File: src/rtl/img_seq_ctrl.sv
// img_seq_ctrl: programmable sequencer that issues {ch, y, x} operations to the ULA and registers each result with its frame-buffer address.
// Build option COORD_CLAMP_EN: out-of-bounds result coordinates are clamped to the image edge for address generation.
//
// state   | meaning
// --------+-----------------------------------------------------------
// S_IDLE  | program memory writable, waiting for start
// S_FETCH | read mem[pc], decode HALT or load operation registers
// S_ISSUE | op_valid high, operation held until op_ready
// S_WAIT  | waiting for ULA res_valid, then advance pc or finish
// S_DONE  | one-cycle done pulse, return to idle
module img_seq_ctrl #(
    parameter int IMG_W      = 320,
    parameter int IMG_H      = 240,
    parameter int COORD_W    = 10,
    parameter int PIX_W      = 8,
    parameter int CH_W       = 3,
    parameter int ADDR_W     = 17,
    parameter int PROG_DEPTH = 16,
    parameter int PC_W       = 4
) (
    input  logic                        clk,
    input  logic                        rst,
    input  logic                        start,
    output logic                        busy,
    output logic                        done,
    input  logic                        prog_we,
    input  logic [PC_W-1:0]             prog_addr,
    input  logic [CH_W+2*COORD_W-1:0]   prog_data,
    output logic [PC_W-1:0]             pc,
    output logic                        op_valid,
    input  logic                        op_ready,
    output logic [COORD_W-1:0]          next_x,
    output logic [COORD_W-1:0]          next_y,
    output logic [CH_W-1:0]             ch,
    input  logic                        res_valid,
    input  logic [COORD_W-1:0]          img_x_in,
    input  logic [COORD_W-1:0]          img_y_in,
    input  logic [PIX_W-1:0]            pixel_in,
    output logic                        out_valid,
    output logic [ADDR_W-1:0]           address,
    output logic [COORD_W-1:0]          img_x,
    output logic [COORD_W-1:0]          img_y,
    output logic [PIX_W-1:0]            pixel_out,
    output logic                        oob
);
    localparam int INSTR_W = CH_W + 2*COORD_W;
    localparam logic [PC_W-1:0] LAST_PC = PC_W'(PROG_DEPTH - 1);

    typedef enum logic [2:0] {S_IDLE, S_FETCH, S_ISSUE, S_WAIT, S_DONE} state_t;

    state_t              state_q, state_d;
    logic [INSTR_W-1:0]  mem [PROG_DEPTH];
    logic [INSTR_W-1:0]  instr;
    logic [PC_W-1:0]     pc_q, pc_d;
    logic [COORD_W-1:0]  nx_q, nx_d, ny_q, ny_d;
    logic [CH_W-1:0]     ch_q, ch_d;
    logic                res_acc;

    logic                out_valid_q;
    logic [ADDR_W-1:0]   addr_q, addr_d;
    logic [COORD_W-1:0]  img_x_q, img_y_q;
    logic [PIX_W-1:0]    pix_q;
    logic                oob_q;
    logic                in_x, in_y;
    logic [COORD_W-1:0]  x_eff, y_eff;

    assign instr = mem[pc_q];

    always_ff @(posedge clk) begin
        if (state_q == S_IDLE && prog_we)
            mem[prog_addr] <= prog_data;
    end

    always_comb begin
        state_d = state_q;
        pc_d    = pc_q;
        nx_d    = nx_q;
        ny_d    = ny_q;
        ch_d    = ch_q;
        res_acc = 1'b0;
        unique case (state_q)
            S_IDLE: begin
                if (start) begin
                    pc_d    = '0;
                    state_d = S_FETCH;
                end
            end
            S_FETCH: begin
                if (&instr[INSTR_W-1 -: CH_W]) begin
                    state_d = S_DONE;
                end else begin
                    nx_d    = instr[COORD_W-1:0];
                    ny_d    = instr[2*COORD_W-1:COORD_W];
                    ch_d    = instr[INSTR_W-1 -: CH_W];
                    state_d = S_ISSUE;
                end
            end
            S_ISSUE: begin
                if (op_ready)
                    state_d = S_WAIT;
            end
            S_WAIT: begin
                if (res_valid) begin
                    res_acc = 1'b1;
                    if (pc_q == LAST_PC) begin
                        state_d = S_DONE;
                    end else begin
                        pc_d    = pc_q + 1'b1;
                        state_d = S_FETCH;
                    end
                end
            end
            S_DONE:  state_d = S_IDLE;
            default: state_d = S_IDLE;
        endcase
    end

    // Address arithmetic is done modulo 2^ADDR_W, identical to a full-width product truncated afterwards.
    assign in_x = (32'(img_x_in) < IMG_W);
    assign in_y = (32'(img_y_in) < IMG_H);
`ifdef COORD_CLAMP_EN
    assign x_eff  = in_x ? img_x_in : COORD_W'(IMG_W - 1);
    assign y_eff  = in_y ? img_y_in : COORD_W'(IMG_H - 1);
    assign addr_d = ADDR_W'(y_eff) * ADDR_W'(IMG_W) + ADDR_W'(x_eff);
`else
    assign x_eff  = img_x_in;
    assign y_eff  = img_y_in;
    assign addr_d = (in_x && in_y) ? ADDR_W'(y_eff) * ADDR_W'(IMG_W) + ADDR_W'(x_eff) : '0;
`endif

    always_ff @(posedge clk) begin
        if (rst) begin
            state_q     <= S_IDLE;
            pc_q        <= '0;
            nx_q        <= '0;
            ny_q        <= '0;
            ch_q        <= '0;
            out_valid_q <= 1'b0;
            addr_q      <= '0;
            img_x_q     <= '0;
            img_y_q     <= '0;
            pix_q       <= '0;
            oob_q       <= 1'b0;
        end else begin
            state_q     <= state_d;
            pc_q        <= pc_d;
            nx_q        <= nx_d;
            ny_q        <= ny_d;
            ch_q        <= ch_d;
            out_valid_q <= res_acc;
            if (res_acc) begin
                addr_q  <= addr_d;
                img_x_q <= img_x_in;
                img_y_q <= img_y_in;
                pix_q   <= pixel_in;
                oob_q   <= !(in_x && in_y);
            end
        end
    end

    assign busy      = (state_q != S_IDLE);
    assign done      = (state_q == S_DONE);
    assign op_valid  = (state_q == S_ISSUE);
    assign pc        = pc_q;
    assign next_x    = nx_q;
    assign next_y    = ny_q;
    assign ch        = ch_q;
    assign out_valid = out_valid_q;
    assign address   = addr_q;
    assign img_x     = img_x_q;
    assign img_y     = img_y_q;
    assign pixel_out = pix_q;
    assign oob       = oob_q;
endmodule

File: config.mk
export PLATFORM = sky130hd
export DESIGN_NAME = img_seq_ctrl
export DESIGN_NICKNAME = d
export VERILOG_FILES = /design/src/rtl/img_seq_ctrl.sv
export SDC_FILE = /design/constraint.sdc
export NUM_CORES = 1
export LEC_CHECK = 0
export BUFFER_PORTS_ARGS = -buffer_cell sky130_fd_sc_hd__buf_2
export CAP_MARGIN = 5
export CORE_ASPECT_RATIO = 1.1
export CORE_MARGIN = 1.5
export CORE_UTILIZATION = 58
export DETAILED_ROUTE_END_ITERATION = 10
export PLACE_DENSITY_LB_ADDON = 0.3
export SLEW_MARGIN = 40
export SYNTH_ARGS = -nofsm -noshare
export SYNTH_HDL_FRONTEND = slang
export SYNTH_SLANG_ARGS = --single-unit
export TNS_END_PERCENT = 5
File: constraint.sdc
create_clock -name clk -period 4.69 [get_ports clk]
set_input_delay 0.469 -clock clk [delete_from_list [all_inputs] [get_ports clk]]
set_output_delay 0.469 -clock clk [all_outputs]
set_load 0.005 [all_outputs]
==> summary.txt, run 1 <==
Outcome
  – Outcome: complete, no violations

Synth
  – Post-synth top flop: edfxtp_1
  – Synth top cells by count: 368 x edfxtp_1, 81 x dfxtp_1, 81 x mux2i_1, 81 x nand2_1, 53 x mux4_2
  – Share of the synthesized area in the top cell type: a little over three fifths
  – Post-synthesis cell type count: 63
  – Mapped cell area: 17600 um2
  – Post-synth net total: ~1.1k
  – Synth async-reset ratio: 0%
  – Count leader, synth: edfxtp_1
  – Synth area leaders: edfxtp_1 63%, dfxtp_1 9.2%, mux4_2 6.8%
  – Post-synth top area cell: edfxtp_1
  – Register area share after synthesis: between 70% and 80%
  – Syn Inst Count: ~1.1k
  – EDFF count, synth: about 370
  – Yosys reg bits: about 450
  – Number of warnings reported in the yosys synthesis log: 0
  – Syn avg cell area: approximately 17 um2

Setup path
  – Critical path startpoint category: flip-flop
  – Crit-path slowest cell: mux4_2
  – CP arrival: between 3 and 4 ns
  – CP required: about 5.1 ns
  – CP peak stage delay: around 0.5 ns
  – CP Class: reg2reg
  – R2R cell count: 9
  – Crit-path max FO: 21
  – Critical Path End Type: flip-flop
  – CP most frequent cell: buf_4
  – WP depth: 9
  – Critical path cell sequence: buf_4 -> clkinv_1 -> buf_4 -> mux4_2 -> and3_4 -> nor2_4 -> nor2_2 -> buf_4 -> a22o_1
  – CP delay by family, top: buffers and inverters
  – CP bufs+invs: 4

Global route
  – Grt ovf: 0
  – Total track usage: around a quarter
  – Initial antenna violation count: 2
  – First-pass GRT wire length: slightly below 60000 um
  – Largest net degree at the start of global routing: 54
  – Vias in the first global route: 9925

Timing
  – Slew Viols, Final: 0
  – Fin. Hold Viols: 0
  – Fin crit share: about 64%
  – Final min period: 3.00 ns
  – Final worst slack: approximately 1.7 ns
  – # setup viols final: 0
  – RSZ-0062 raised after global routing: false
  – Clock Skews: around 0.018 ns
  – Rel. slew slack: a little over half
  – Max Fclk: between 0.3 and 0.4 GHz
  – Least-Margin Pin Slew: ~0.71 ns
  – TNS Setup: 0 ns

Job
  – Max-Cap Viols: 0

Drt
  – Router iterations before antenna repair: 7
  – Wire length per cell: about 24 um
  – Final ANT Viol Nets: 0
  – WL final: 38500 um
  – 1st-iter DRT viols: 800
  – Vias: 10.1k
  – Via density: ~6.2
  – Drc violations: 0

Cells and area
  – Finished Layout Cells: 1624
  – Layout net count: ~1.3k
  – Cell area after layout: between 20000 and 25000 um2
  – Area delta synth->final: 14.5%
  – Share of layout cells above drive strength 1: ~25%
  – Fillers: roughly 2k

Clock network
  – Clock Tree Buf Depth: 3
  – Htree depth: 2
  – Root buffer cell: clkbuf_16
  – Cts bufs inserted: 43
  – Post-CTS Repair Setup Buffers: 0
  – Hold bufs inserted after CTS: 0
  – Post-CTS sizing: 0
  – CTS sink count: approximately 450
  – Clock network latency to the later pin of the worst-skew pair: between 0.5 and 0.6 ns
  – TritonCTS clock tree: built
  – Clock slew at reported path FFs: 0.06 ns

Place
  – Cell count after placement: roughly 1.5k
  – Post-Place Setup Slack: roughly 1.4 ns
  – RD Place Congestion: between 0.8 and 0.9
  – HPWL Detailed: around 23000 um
  – DP Area: ~19000 um2
  – Port buffer count: about 140

Hold path
  – HP Class: in2reg
  – Worst hold path cell count: 3

Floorplanning
  – Die height: around 190 um
  – DIE WIDTH: between 150 and 200 um
  – Starting density of the core: between 50% and 60%
  – Row Count: 66
  – Core Box Area: roughly 30000 um2
  – IO Pins: 138
  – Die Area: roughly 31000 um2

Power
  – Static Leak: slightly below 7 nW
  – Peak supply drop: approximately 0.34 mV
  – PD cells: 410 nW/um2
  – Pwr Total: 8.29 mW
registers in the layout (all words and copies together), names as in the netlist, named ones only:
signal	count
address	17
ch	3
img_x	10
img_y	10
mem	368
next_x	10
next_y	10
oob	1
out_valid	1
pc	4
pixel_out	8
state_q	3
cell type report:
cell class,count,area (um2),area share (%)
Antenna cell,2,5.00,0.0248
Clock buffer,59,1160,5.72
Clock inverter,18,173,0.855
Inverter,9,33.8,0.167
Multi-Input combinational cell,543,4710,23.3
Sequential cell,449,12700,62.8
Tap cell,374,468,2.32
Timing Repair Buffer,170,965,4.78
power by group:
group          switching (mW)  total (mW)  internal, mW
combinational           0.333       0.548         0.215
sequential             0.0509        4.45          4.40
clock                    1.39        3.29          1.89
total                    1.78        8.29          6.51
tightest hold or removal path, cell delays in order:
cell,delay [ns]
buf_2,0.10
nand2_1,0.05
a21oi_1,0.05
cell usage in the layout (no fill, tap or decap), types with 3 or more instances in the layout:
cell type  instances
buf_2            136
a21oi_1           52
a221oi_1          29
buf_4             31
nand2_1           81
clkinv_2           6
and3_1             4
nand3_1           14
mux4_2            53
xnor2_1            3
clkinv_1           6
nand2b_1           4
inv_1              8
and2_1             3
nand4_1            3
nor2_1            36
nor3_1             6
dfxtp_1           78
a221o_1           12
a32o_1             7
clkbuf_16         43
nor3_4             3
o21ai_0           21
mux2i_1           81
bufinv_16          3
edfxtp_1         368
a22o_1            14
or3_1              4
nand3b_1           7
nor2_2            14
a21o_1             5
a22oi_1           18
o221a_1            3
xor2_1             6
clkbuf_1          14
ha_1              20
path summary, 6_finish.rpt:
check / to / slack, ns / startpoint
worst max register to register: next_y[5]$_SDFFE_PP0P_ / 1.69 / flip-flop
worst min register to register: address[7]$_SDFFE_PP0P_ / 0.45 / address[7]$_SDFFE_PP0P_
worst max-delay path: next_y[5]$_SDFFE_PP0P_ / 1.69 / flip-flop
worst min-delay path: pixel_out[6]$_SDFFE_PP0P_ / 0.18 / pixel_in[6]
per-stage QoR:
step           hold slack (ns)  util [%]
6_report                 0.179      67.9
2_1_floorplan            0.448         -
3_3_place_gp             0.435      63.4
5_1_grt                  0.177      67.9
4_1_cts                  0.160      67.9
3_5_place_dp             0.443      63.4
cell families (layout without fill, tap and decap cells):
group | count (synthesis) | after routing | share of synthesized area [%]
xor gates and xnor gates | 10 | 10 | 0.582
AOI/OAI and AO/OA | 180 | 180 | 7.30
adders and majority gates | 22 | 22 | 1.65
buffers and inverters | 68 | 256 | 1.85
other | 0 | 2 | 0
DFF | 449 | 449 | 71.9
and+or+nand+nor | 195 | 195 | 5.08
muxes | 136 | 136 | 11.7
layer usage:
| layer | track usage, % | vias up | wire length (um) |
|---|---|---|---|
| met5 | 0 | - | 13 |
| met2 | 42.0 | 442 | 19000 |
| met1 | 32.9 | 5049 | 15500 |
| met3 | 3.98 | 68 | 2980 |
| met4 | 8.46 | 2 | 1100 |
| li1 | - | 4524 | - |
Note: power is estimated with default switching activity, not from simulation.
==> inputs of run 2 (changes only) <==
- ABC_AREA: default -> 1
- clock period: 4.69 -> 2.8 ns (I/O delays scaled with it)
==> run 2 against run 1 <==
Effect of this change:
- routed wire length grew 17%
- synthesized cell count grew 57%
- register-to-register slack lost 1.5 ns
- maximum frequency grew 14%
- via count grew 30%
- sequential share of layout area shrank 3.1 points
- global-route usage grew 2.6 points
- non-clock buffer count grew 32
- critical path type unchanged
- highest routed layer unchanged
==> summary.txt, run 2 <==
Cells and area
  – Most frequent cells in the layout: 368 x edfxtp_1, 330 x nor2_1, 189 x nand2_1
  – Largest reg by FF count: mem
  – Max reg flops: 368 (unchanged)
  – Most common cell after layout, fill and taps aside: edfxtp_1
  – Cell area after layout: 21200 um2 (+5.1%)
  – Layout net count: 1899 (+46%)
  – Area delta synth->final: 14.3%
  – Share of layout cells above drive strength 1: 16.9% (-8.0 points)

Setup path
  – Critical Path End Type: flip-flop
  – Crit-path max FO: 20 (-4.8%)
  – Critical path cell sequence: nor3_1 -> inv_1 -> nor2_1 -> nand3_1 -> nor2_2 -> buf_12
  – Critical path startpoint category: flip-flop
  – CP delay by family, top: simple AND/OR/NAND/NOR gates
  – CP peak stage delay: 0.41 ns (-0.09 ns)
  – CP arrival: 2.87 ns (-0.55 ns)
  – Crit-path slowest cell: nor3_1
  – Crit Reg-Reg Startpoint: state_q[1]$_SDFFE_PP0P_
  – CP bufs+invs: 2 (-2)
  – CP Class: reg2reg
  – Crit path from: state_q[1]$_SDFFE_PP0P_
  – CP required: 3.03 ns (-2.08 ns)

Drt
  – Drc violations: 0 (unchanged)
  – Final ANT Viol Nets: 0 (unchanged)
  – Router iterations before antenna repair: 5 (-2)
  – WL final: 45100 um (+17%)
  – Via density: 5.77 (-7.1%)
  – 1st-iter DRT viols: 1460 (+83%)
  – Vias: 13.1k (+30%)
  – Wire length per cell: 19.8 um (-16%)

Synth
  – Syn Inst Count: 1667 (+57%)
  – Synth area leaders: edfxtp_1 59%, dfxtp_1 8.7%, nor2_1 7.0%
  – Count leader, synth: edfxtp_1
  – Mapped cell area: 18600 um2 (+5.4%)
  – Yosys reg bits: 449 (unchanged)
  – Share of the synthesized area in the top cell type: 59.5% (-3.2 points)
  – Post-synthesis cell type count: 35 (-44%)
  – Syn avg cell area: 11.1 um2 (-33%)
  – Post-synth top area cell: edfxtp_1
  – Register area share after synthesis: 68.2% (-3.7 points)
  – EDFF count, synth: 368 (unchanged)
  – Number of warnings reported in the yosys synthesis log: 0 (unchanged)
  – Synth top cells by count: 368 x edfxtp_1, 346 x nor2_1, 189 x nand2_1, 188 x o21ai_0, 121 x nand3_1
  – Post-synth net total: 1750 (+53%)
  – Post-synth top flop: edfxtp_1
  – Synth async-reset ratio: 0% (unchanged)

Global route
  – Vias in the first global route: 12.4k (+25%)
  – Initial antenna violation count: 6 (+4)
  – Grt ovf: 0 (unchanged)
  – First-pass GRT wire length: 69100 um (+20%)
  – Total track usage: 27.4% (+2.6 points)
  – Largest net degree at the start of global routing: 119 (+120%)

Clock network
  – Htree depth: 2 (unchanged)
  – Cts bufs inserted: 42 (-2.3%)
  – Root buffer cell: clkbuf_16
  – Clock network latency to the later pin of the worst-skew pair: 0.55 ns (+0.02 ns)
  – CTS sink count: 449 (unchanged)
  – Clock slew at reported path FFs: 0.06 ns (about the same)
  – Clock Tree Buf Depth: 3 (unchanged)
  – TritonCTS clock tree: built
  – Post-CTS Repair Setup Buffers: 0 (unchanged)

Timing
  – Rel. slew slack: 53.4% (+0.97 points)
  – Slew Viols, Final: 0 (unchanged)
  – Least-Margin Pin Slew: 0.698 ns (-0.00916 ns)
  – Fin crit share: 94.2% (+30 points)
  – Final min period: 2.64 ns (-0.364 ns)
  – TNS Setup: 0 ns (unchanged)
  – Clock Skews: 0.0214 ns (+0.00362 ns)
  – RSZ-0062 raised after global routing: false
  – # setup viols final: 0 (unchanged)
  – Final worst slack: 0.162 ns (-1.53 ns)
  – Fin. Hold Viols: 0 (unchanged)
  – Max Fclk: 0.379 GHz (+14%)

Place
  – DP Area: 19700 um2 (+4.7%)
  – Post-Place Setup Slack: 0.259 ns (-1.18 ns)
  – Port buffer count: 137 (unchanged)
  – RD Place Congestion: 0.896 (+7.4%)
  – HPWL Detailed: 26900 um (+16%)

Floorplanning
  – IO Pins: 138 (unchanged)
  – Core Box Area: 31500 um2 (+5.9%)
  – Die Area: 33100 um2 (+5.3%)
  – Row Count: 68 (+3.0%)
  – Starting density of the core: 59.0% (-0.29 points)
  – Die height: 191 um (+2.6%)
  – DIE WIDTH: 174 um (+2.6%)

Power
  – Pwr Total: 14.7 mW (+78%)
  – Static Leak: 7.92 nW (+17%)
  – PD cells: 695 nW/um2 (+69%)
  – Peak supply drop: 0.503 mV (+46%)

Hold path
  – Hold Startpoint: img_x_in[2]
  – HP Class: in2reg

Outcome
  – Outcome: complete, no violations

Job
  – Max-Cap Viols: 0 (unchanged)
run 2: cell count changes after synthesis, moves of 14 or more:
cell      change
a221oi_1     -29
a22o_1       -14
a22oi_1      -18
buf_1        +15
clkinv_1     +17
inv_1        +44
mux2i_1      -81
mux4_2       -53
nand2_1     +108
nand3_1     +107
nor2_1      +296
o211ai_1     +83
o21ai_0     +167
run 2: through the flow:
| step | hold WS (ns) | std cells | utilization (%) |
|---|---|---|---|
| 6_report | 0.0191 | 2273 | 67.4 |
| 5_1_grt | 0.0179 | 2271 | 67.4 |
| 4_1_cts | 0.00309 | 2269 | 67.4 |
| 3_5_place_dp | 0.442 | 2180 | 62.7 |
| 3_3_place_gp | 0.433 | 2180 | 62.7 |
| 2_1_floorplan | 0.379 | 1667 | - |
run 2: power breakdown:
part           total (mW)  switching [mW]  internal (mW)
Clock                5.57            2.36           3.21
Sequential           7.60           0.135           7.47
Combinational        1.57            1.04          0.529
run 2: worst paths after layout:
check	endpoint	slack, ns	cells after the start
setup reg to reg	mem[14][0]$_DFFE_PP_	0.16	6
setup / recovery	mem[14][0]$_DFFE_PP_	0.16	6
hold reg to reg	ch[2]$_SDFFE_PP0P_	0.45	2
hold / removal	img_x[2]$_SDFFE_PP0P_	0.02	3
run 2: final cells by class:
type                       count  area (um2)
sequential                   449       12700
fill                        2264       10200
multi-input combinational   1043        5120
timing repair buffer         202        1240
clock buffer                  53        1160
tap                          420         526
inverter                      78         299
clock inverter                24         199
antenna                        4        10.0
run 2: what timing repair did:
item / CTS / global route
gates resized for setup: 0 / 1
endpoints found under the hold margin: 12 / 0
endpoints found under the setup margin: 0 / 1
hold buffers: 12 / 0
run 2: metal layers:
metal	track usage (%)	share of wire, %	vias up
met1	36.3	40	6279
met5	0	0.091	-
met3	5.32	8.4	107
met2	45.4	48	568
met4	10.2	3.1	6
li1	-	-	6149
run 2: cell families after synthesis:
logic type / share of synthesized area [%]
flip-flops: 68.2
buffers and inverters: 4.51
XOR/XNOR: 0.189
AO/OA/AOI/OAI: 10.3
adder cells (fa/ha/maj): 1.56
AND/OR/NAND/NOR: 15.2
run 2: worst reg2reg max path, cell delays in order (launching register included):
cell and delay, ns:
dfxtp_1 0.38, nor3_1 0.41, inv_1 0.17, nor2_1 0.39
nand3_1 0.34, nor2_2 0.37, buf_12 0.25
==> inputs of run 3 (changes only) <==
- ABC_AREA: 1 -> default
==> run 3 against run 2 <==
Effect of this change:
- routed wire length down 14%
- clock power up 5.2%
- non-clock buffer count up 2
- critical endpoint is now next_y[4]$_SDFFE_PP0P_
- largest power group unchanged
==> summary.txt, run 3 (synthesis results as in run 1) <==
Cells and area
  – Area delta synth->final: 17.4%
  – Share of layout cells above drive strength 1: 25.5% (+8.6 points)
  – Antenna diodes: 0 (-4)
  – Largest reg by FF count: mem
  – Most common cell after layout, fill and taps aside: edfxtp_1
  – Layout net count: 1334 (-30%)
  – Most frequent cells in the layout: 368 x edfxtp_1, 137 x buf_2, 81 x nand2_1, 81 x mux2i_1, 79 x dfxtp_1
  – Max reg flops: 368 (unchanged)
  – Finished Layout Cells: 1661 (-27%)

Place
  – HPWL Detailed: 22700 um (-16%)
  – Port buffer count: 137 (unchanged)
  – Cell count after placement: 1564 (-28%)
  – RD Place Congestion: 0.845 (-5.6%)

Timing
  – Rel. slew slack: 58.6% (+5.2 points)
  – Fin. Hold Viols: 0 (unchanged)
  – RSZ-0062 raised after global routing: false
  – Least-Margin Pin Slew: 0.621 ns (-0.0778 ns)
  – Max Fclk: 0.384 GHz (+1.3%)
  – Fin crit share: 93.0% (-1.2 points)
  – Slew Viols, Final: 0 (unchanged)
  – Final min period: 2.60 ns (-0.0349 ns)
  – # setup viols final: 0 (unchanged)
  – Clock Skews: 0.0260 ns (+0.00461 ns)

Floorplanning
  – Die Area: 31500 um2 (-5.0%)
  – Die height: 186 um (-2.5%)
  – DIE WIDTH: 169 um (-2.5%)
  – Starting density of the core: 59.3% (+0.29 points)
  – Row Count: 66 (-2.9%)
  – IO Pins: 138 (unchanged)
  – Core Box Area: 29700 um2 (-5.6%)

Clock network
  – Root buffer cell: clkbuf_16
  – Clock Tree Buf Depth: 3 (unchanged)
  – Post-CTS sizing: 0 (unchanged)
  – Htree depth: 2 (unchanged)
  – CTS sink count: 449 (unchanged)
  – Clock slew at reported path FFs: 0.06 ns (about the same)
  – TritonCTS clock tree: built
  – Clock network latency to the later pin of the worst-skew pair: 0.56 ns (about the same)
  – Cts bufs inserted: 44 (+4.8%)

Setup path
  – CP Class: reg2reg
  – CP peak stage delay: 0.60 ns (+0.19 ns)
  – Critical Path End Type: flip-flop
  – Crit-path max FO: 20 (unchanged)
  – CP arrival: 3.04 ns (+0.17 ns)
  – Critical path cell sequence: mux4_1 -> mux4_2 -> and3_4 -> nor2_4 -> nor2_2 -> buf_12 -> a22o_1
  – Critical path startpoint category: flip-flop
  – CP required: 3.23 ns (+0.20 ns)
  – Crit-path slowest cell: mux4_1

Drt
  – Wire length per cell: 23.5 um (+18%)
  – Drc violations: 0 (unchanged)
  – Router iterations before antenna repair: 5 (unchanged)
  – Via density: 6.24 (+8.2%)
  – WL final: 39000 um (-14%)
  – Vias: 10.4k (-21%)
  – 1st-iter DRT viols: 980 (-33%)
  – Final ANT Viol Nets: 0 (unchanged)

Power
  – Static Leak: 7.00 nW (-12%)
  – Pwr Total: 14.3 mW (-3.0%)
  – PD cells: 691 nW/um2 (-0.51%)
  – Peak supply drop: 0.525 mV (+4.5%)

Global route
  – Initial antenna violation count: 2 (-4)
  – Largest net degree at the start of global routing: 75 (-37%)
  – Total track usage: 25.1% (-2.3 points)
  – Grt ovf: 0 (unchanged)
  – First-pass GRT wire length: 58300 um (-16%)
  – Vias in the first global route: 10.3k (-17%)

Outcome
  – Outcome: complete, no violations

Job
  – Max-Cap Viols: 0 (unchanged)

Hold path
  – HP Class: in2reg
[run 3: cell types whose count changed in the layout (fill, tap and decap cells not counted), sizes merged, moves of 12 or more]
cell / before / now
a221o: 0 / 12
a221oi: 0 / 29
a22o: 0 / 14
a22oi: 0 / 18
clkinv: 36 / 16
inv: 61 / 10
mux2i: 0 / 81
mux4: 0 / 55
nand2: 192 / 81
nand3: 123 / 14
nor2: 355 / 52
o211ai: 85 / 2
o21ai: 188 / 23
[run 3: layout make-up]
type                    count  area (um2)
flip-flops and latches    449       12700
fillers                  1930        9020
multi-input cells         543        4700
repair buffers            204        1390
clock buffers              60        1170
well taps                 374         468
clock inverters            22         258
inverters                   9        33.8
[run 3: final timing paths]
path / slack, ns / cells past startpoint / end / start
setup / recovery: 0.20 / 7 / next_y[4]$_SDFFE_PP0P_ / flip-flop
hold / removal: 0.02 / 3 / img_x[6]$_SDFFE_PP0P_ / img_x_in[6]
setup reg to reg: 0.20 / 7 / next_y[4]$_SDFFE_PP0P_ / flip-flop
hold reg to reg: 0.45 / 2 / address[8]$_SDFFE_PP0P_ / address[8]$_SDFFE_PP0P_
[run 3: report_power, final]
| part | switching [mW] | internal (mW) | leakage, nW | total (mW) |
|---|---|---|---|---|
| combinational | 0.571 | 0.422 | 2.33 | 0.993 |
| sequential | 0.0780 | 7.38 | 3.97 | 7.45 |
| clock | 2.44 | 3.41 | 0.693 | 5.86 |
[run 3: per-layer routing]
layer  share of wire [%]  global-route usage, %  wire length, um
met5               0.069                      0               27
met4                 2.6                   8.21              997
met3                 7.2                   4.53             2800
met2                  51                   44.0            19800
met1                  39                   31.9            15300
[run 3: repair_timing]
item                      in CTS  in global routing
hold buffers                  15                  0
hold endpoints to repair      18                  0
buffers inserted               0                  0
[run 3: stage by stage]
stage	setup slack [ns]	hold WS [ns]	cell area, um2	setup TNS [ns]	util (%)
finish	0.197	0.0165	20700	0	69.6
CTS	0.199	0.00246	20700	0	69.6
floorplan	-0.483	0.379	17600	-34.43	-
global placement	-0.0786	0.435	19100	-0.120	64.3
detailed placement	-0.135	0.442	19100	-0.244	64.3
global route	0.126	0.0149	20700	0	69.6
[run 3: critical path: cells and delay by family, from the launching register on]
| family | cells | cell delay (ns) |
|---|---|---|
| compound gates | 1 | 0.24 |
| mux | 2 | 1.10 |
| flops | 1 | 0.53 |
| buf+inv | 1 | 0.17 |
| simple gates | 3 | 0.42 |
